===== config.mk =====
export PLATFORM = sky130hd
export DESIGN_NAME = spike_time_encoder
export DESIGN_NICKNAME = d
export VERILOG_FILES = /design/src/rtl/spike_time_encoder.sv
export SDC_FILE = /design/constraint.sdc
export NUM_CORES = 1
export LEC_CHECK = 0
export BUFFER_PORTS_ARGS = -buffer_cell sky130_fd_sc_hd__buf_2
export CORE_MARGIN = 1
export CORE_UTILIZATION = 56
export CTS_CLUSTER_DIAMETER = 80
export DETAILED_ROUTE_END_ITERATION = 8
export GPL_TIMING_DRIVEN = 1
export PLACE_DENSITY = 0.88
export REMOVE_ABC_BUFFERS = 1
export SLEW_MARGIN = 20
export SYNTH_ARGS = -nofsm -noshare
export SYNTH_HDL_FRONTEND = slang
export SYNTH_SLANG_ARGS = --single-unit
export TNS_END_PERCENT = 30

===== constraint.sdc =====
create_clock -name clk -period 1.8 [get_ports clk]
set_input_delay 0.09 -clock clk [delete_from_list [all_inputs] [get_ports clk]]
set_output_delay 0.09 -clock clk [all_outputs]
set_load 0.01 [all_outputs]

===== src/rtl/spike_time_encoder.sv =====
`default_nettype none
// ============================================================================
// Module      : spike_time_encoder
// Description : Input stage for temporal (GRL) neuron columns. Buffers one
//               spike-time vector ahead through a valid/ready slot, replays
//               the active vector over one gamma cycle as 1->0 line edges,
//               then raises a clear window so downstream state is reset.
// Revision    : 1.0 - initial release
// ============================================================================
module spike_time_encoder #(
    parameter int NUM_INPUTS = 16,
    parameter int TIME_WIDTH = 3,
    parameter int GAMMA_LEN  = 8,
    parameter int CLEAR_LEN  = 1,
    localparam int CW        = $clog2(GAMMA_LEN)
) (
    input  logic                                   clk,
    input  logic                                   rst,
    input  logic                                   in_valid,
    output logic                                   in_ready,
    input  logic [NUM_INPUTS-1:0][TIME_WIDTH-1:0]  in_times,
    output logic [NUM_INPUTS-1:0]                  spikes,
    output logic                                   gamma_clear,
    output logic                                   gamma_start,
    output logic [CW-1:0]                          gamma_cnt,
    output logic                                   busy
);

    // Width of the clear-window counter; at least one bit even for a 1-cycle window.
    localparam int CLW  = (CLEAR_LEN > 1) ? $clog2(CLEAR_LEN) : 1;
    // Spike-time vs. cycle comparison is done at the wider of the two widths.
    localparam int CMPW = (TIME_WIDTH > CW) ? TIME_WIDTH : CW;

    localparam logic [CW-1:0]  c_LAST_CNT = CW'(GAMMA_LEN - 1);
    localparam logic [CLW-1:0] c_CLR_LAST = CLW'(CLEAR_LEN - 1);

    localparam logic [1:0] c_ST_IDLE  = 2'd0;
    localparam logic [1:0] c_ST_RUN   = 2'd1;
    localparam logic [1:0] c_ST_CLEAR = 2'd2;

    logic [1:0]                             r_state;
    logic [1:0]                             w_state_nxt;
    logic                                   r_pend_full;
    logic [NUM_INPUTS-1:0][TIME_WIDTH-1:0]  r_pend;
    logic [NUM_INPUTS-1:0][TIME_WIDTH-1:0]  r_active;
    logic [CW-1:0]                          r_cnt;
    logic [CLW-1:0]                         r_clr_cnt;
    logic                                   w_load;
    logic                                   w_accept;
    logic                                   w_run;
    logic                                   w_run_last;
    logic                                   w_clr_last;
    logic [CMPW-1:0]                        w_cnt_ext;

    assign w_run      = (r_state == c_ST_RUN);
    assign w_run_last = (r_cnt == c_LAST_CNT);
    assign w_clr_last = (r_clr_cnt == c_CLR_LAST);
    // The pending slot is never overwritten: data is only taken while it is empty.
    assign w_accept   = in_valid & ~r_pend_full;

    // Next-state decode; w_load marks the cycle the pending vector moves to active.
    always_comb begin
        w_state_nxt = r_state;
        w_load      = 1'b0;
        case (r_state)
            c_ST_IDLE: begin
                if (r_pend_full) begin
                    w_load      = 1'b1;
                    w_state_nxt = c_ST_RUN;
                end
            end
            c_ST_RUN: begin
                if (w_run_last) begin
                    w_state_nxt = c_ST_CLEAR;
                end
            end
            c_ST_CLEAR: begin
                if (w_clr_last) begin
                    if (r_pend_full) begin
                        w_load      = 1'b1;
                        w_state_nxt = c_ST_RUN;
                    end else begin
                        w_state_nxt = c_ST_IDLE;
                    end
                end
            end
            default: begin
                w_state_nxt = c_ST_IDLE;
            end
        endcase
    end

    // State register.
    always_ff @(posedge clk) begin
        if (rst) begin
            r_state <= c_ST_IDLE;
        end else begin
            r_state <= w_state_nxt;
        end
    end

    // Gamma cycle counter and clear-window counter; both sit at zero outside their phase.
    always_ff @(posedge clk) begin
        if (rst) begin
            r_cnt     <= '0;
            r_clr_cnt <= '0;
        end else begin
            if (w_run && !w_run_last) begin
                r_cnt <= r_cnt + CW'(1);
            end else begin
                r_cnt <= '0;
            end
            if ((r_state == c_ST_CLEAR) && !w_clr_last) begin
                r_clr_cnt <= r_clr_cnt + CLW'(1);
            end else begin
                r_clr_cnt <= '0;
            end
        end
    end

    // Pending slot capture and transfer of the pending vector into the active register.
    always_ff @(posedge clk) begin
        if (rst) begin
            r_pend_full <= 1'b0;
            r_pend      <= '0;
            r_active    <= '0;
        end else begin
            if (w_accept) begin
                r_pend      <= in_times;
                r_pend_full <= 1'b1;
            end else if (w_load) begin
                r_pend_full <= 1'b0;
            end
            if (w_load) begin
                r_active <= r_pend;
            end
        end
    end

    assign w_cnt_ext = CMPW'(r_cnt);

    // Each line drops once the gamma count reaches its spike time and stays low
    // until RUN ends; times at or beyond GAMMA_LEN are never reached.
    for (genvar gi = 0; gi < NUM_INPUTS; gi++) begin : g_spike
        logic [CMPW-1:0] w_time_ext;
        assign w_time_ext  = CMPW'(r_active[gi]);
        assign spikes[gi]  = ~(w_run & (w_time_ext <= w_cnt_ext));
    end

    assign in_ready    = ~r_pend_full;
    assign busy        = (r_state != c_ST_IDLE);
    assign gamma_clear = (r_state == c_ST_CLEAR);
    assign gamma_start = w_run & (r_cnt == '0);
    assign gamma_cnt   = w_run ? r_cnt : '0;

endmodule
`default_nettype wire

==> metrics.cfg <==
[synthesis]
synth-seq-cells=103
synth_seq_area_share_pct=40.68
synth.distinct_cells=27
avgSynthCellArea_um2=8.309
yosys_warnings=0
netlist_instances=610
synthesis.area_um2=5069

[place]
placedInstanceArea_um2=5553
port_buffers=73
pre_cts_ws_ps=213.6
dp_hpwl_mm=7.923
placed_cells=766
finalWeightedCongestion=0.7709

[route]
wl_met2_mm=7.518
maxUsedRoutingLayer=met4
ant_nets=0
first_pass_iters=5
drtIter0Drc=449
vias=5048
drt-vias-per-instance=6.075
drc=0
dr_wl_met3_mm=1.090
routed_wl_mm=15.42
wl_met1_mm=6.111
wire_per_inst_um=18.56

[power_and_ir_drop]
vdd_ir_drop_max_uv=549.9
p_leak_nw=2.523
power.density_nw_per_um2=698.8
total_power_mw=4.645

[critical_path]
path_cells=inv_8, ha_1, a211oi_1, o21ai_1, buf_2
path_max_fanout=8
cp.arrival_ps=1830
cp.required_ps=1710
critPathCaptureType=output port
slowest_stage=dfxtp_4
setup.worst_path.class=register to output port
crit_path_start_kind=register
max_stage_delay_ps=390
reg2reg_depth=4

[global_route]
gr-total-overflow=0
grt_antenna_before_repair=0
grt_max_degree=51
grt_util_all_layers_pct=26.90
grt_pass1_wl_mm=20.70
grt_pass1_vias=4545

[clocking]
clock_tree.root_cell=clkbuf_8
cts_tree=done
clk_path_buf_depth=2
cts_buffers=9
clkLatencyLatePin_ps=380
cts.clk_slew.worst_paths_ps=90
cts.sinks=103
ctsHtreeMaxLevel=3
cts_setup_buffers=0

[finish]
final_cell_mix=dfxtp_1 (100), a21oi_1 (96), nand2_1 (96)
multi_input_area_um2=2995
num-fill-cells=531
regArea_um2=2068
layout-drive-gt1-share_pct=21.30
n_antenna_cell=0
fin_cells=831
area_growth_pct=31.13
layout_commonest_cell=dfxtp_1
postLayoutCoreUtil_pct=76.21
postLayoutCellArea_um2=6646
nets=820

[sta]
finalSetupViolations=6
fin_hold_ws_ps=113.9
drv_slew=0
fmax_mhz=521.1
fin_tns_setup_ps=-345.3
hold_violations=0
period_share_pct=106.6
finalWorstSetupSlack_ps=-118.9
skew_ps=13.81
rsz0062_at_grt=true
layout_min_cycle_time_ps=1919

[hold_path]
hold_path.class=input port to register
hold_path_depth=3

[die]
rows=34
die_x_um=97.14
die_y_um=97.14
core_area_um2=8721
dieArea_um2=9435
ios=74
initial_core_util_pct=58.12

[status]
violations=negative setup slack
outcome=finished with violations

[run]
maxCapViolations=0

==> routing by layer <==
layer,vias up,global-route usage [%]
met5,-,0
li1,2329,-
met3,69,5.108
met4,0,12.63
met2,276,45.94
met1,2374,32.62
==> flip-flops by register name, summed over array words and instances (netlist names) <==
name,count
g_spike.w_time_ext,48
r_pend,48
r_cnt,3
r_pend_full,1
r_state,2
r_clr_cnt,1
==> critical path: cells and delay by family (launching register included) <==
kind            cells  cell delay [ps]
compound gates      2              510
flops               1              390
fa+ha+maj           1              340
buf+inv             2              230
==> cells by family (layout without fill, tap and decap cells) <==
family                     count (synthesis)  count (layout)  synth area share, %
adders and majority gates                 51              51                12.59
AOI/OAI and AO/OA                        194             194                20.07
other                                      1               1              0.07398
buffers and inverters                     80             193                7.332
and+or+nand+nor                          181             181                19.25
DFF                                      103             103                40.68
==> report_power, final <==
group | leakage (nW) | internal (mW) | switching (mW)
sequential | 0.841 | 2.38 | 0.0689
clock | 0.0853 | 0.539 | 0.799
combinational | 1.60 | 0.392 | 0.467
total | 2.52 | 3.31 | 1.33
==> worst paths after layout <==
check,start,slack [ps],endpoint
setup reg to reg,r_pend_full,0,g_spike[5].w_time_ext[2]
hold reg to reg,r_pend[18],460,r_pend[18]
setup / recovery,r_cnt[1],-120,spikes[8]
hold / removal,in_valid,110,r_pend_full
==> cells in the mapped netlist <==
master	count	area, um^2
conb_1	1	3.750
buf_2	15	75.07
clkbuf_1	19	71.32
o22a_1	1	8.760
and3_1	1	6.260
inv_1	36	135.1
or3b_1	48	420.4
and2_1	2	12.51
nand2_1	96	360.4
o21ai_1	44	220.2
buf_1	3	11.26
a22oi_1	1	7.510
nand3_1	16	80.08
and2_4	1	8.760
nand2b_1	3	18.77
nor3_1	2	10.01
buf_6	7	78.83
nor2_1	7	26.28
a211oi_1	16	120.1
or2_2	1	6.260
dfxtp_1	103	2062
ha_1	51	638.1
a21oi_1	96	480.5
nor4_1	1	6.260
and2b_1	1	7.510
o21ai_0	36	180.2
nor2b_1	2	12.51
==> cell type report <==
cell class / count / area share, %
flip-flops and latches: 103 / 31.12
multi-input cells: 427 / 45.07
well taps: 108 / 2.033
clock inverters: 5 / 0.5083
repair buffers: 141 / 16.96
clock buffers: 11 / 2.127
inverters: 36 / 2.184
==> what timing repair did <==
| action | 4_1_cts | 5_1_grt |
|---|---|---|
| pin swaps | 1 | 7 |
| hold endpoints to repair | 48 | 0 |
| cloned | 0 | 1 |
| endpoints found under the setup margin | 16 | 16 |
| gates resized for setup | 23 | 56 |
| hold buffers | 48 | 0 |
No activity file was read; power rests on OpenSTA's default activity.
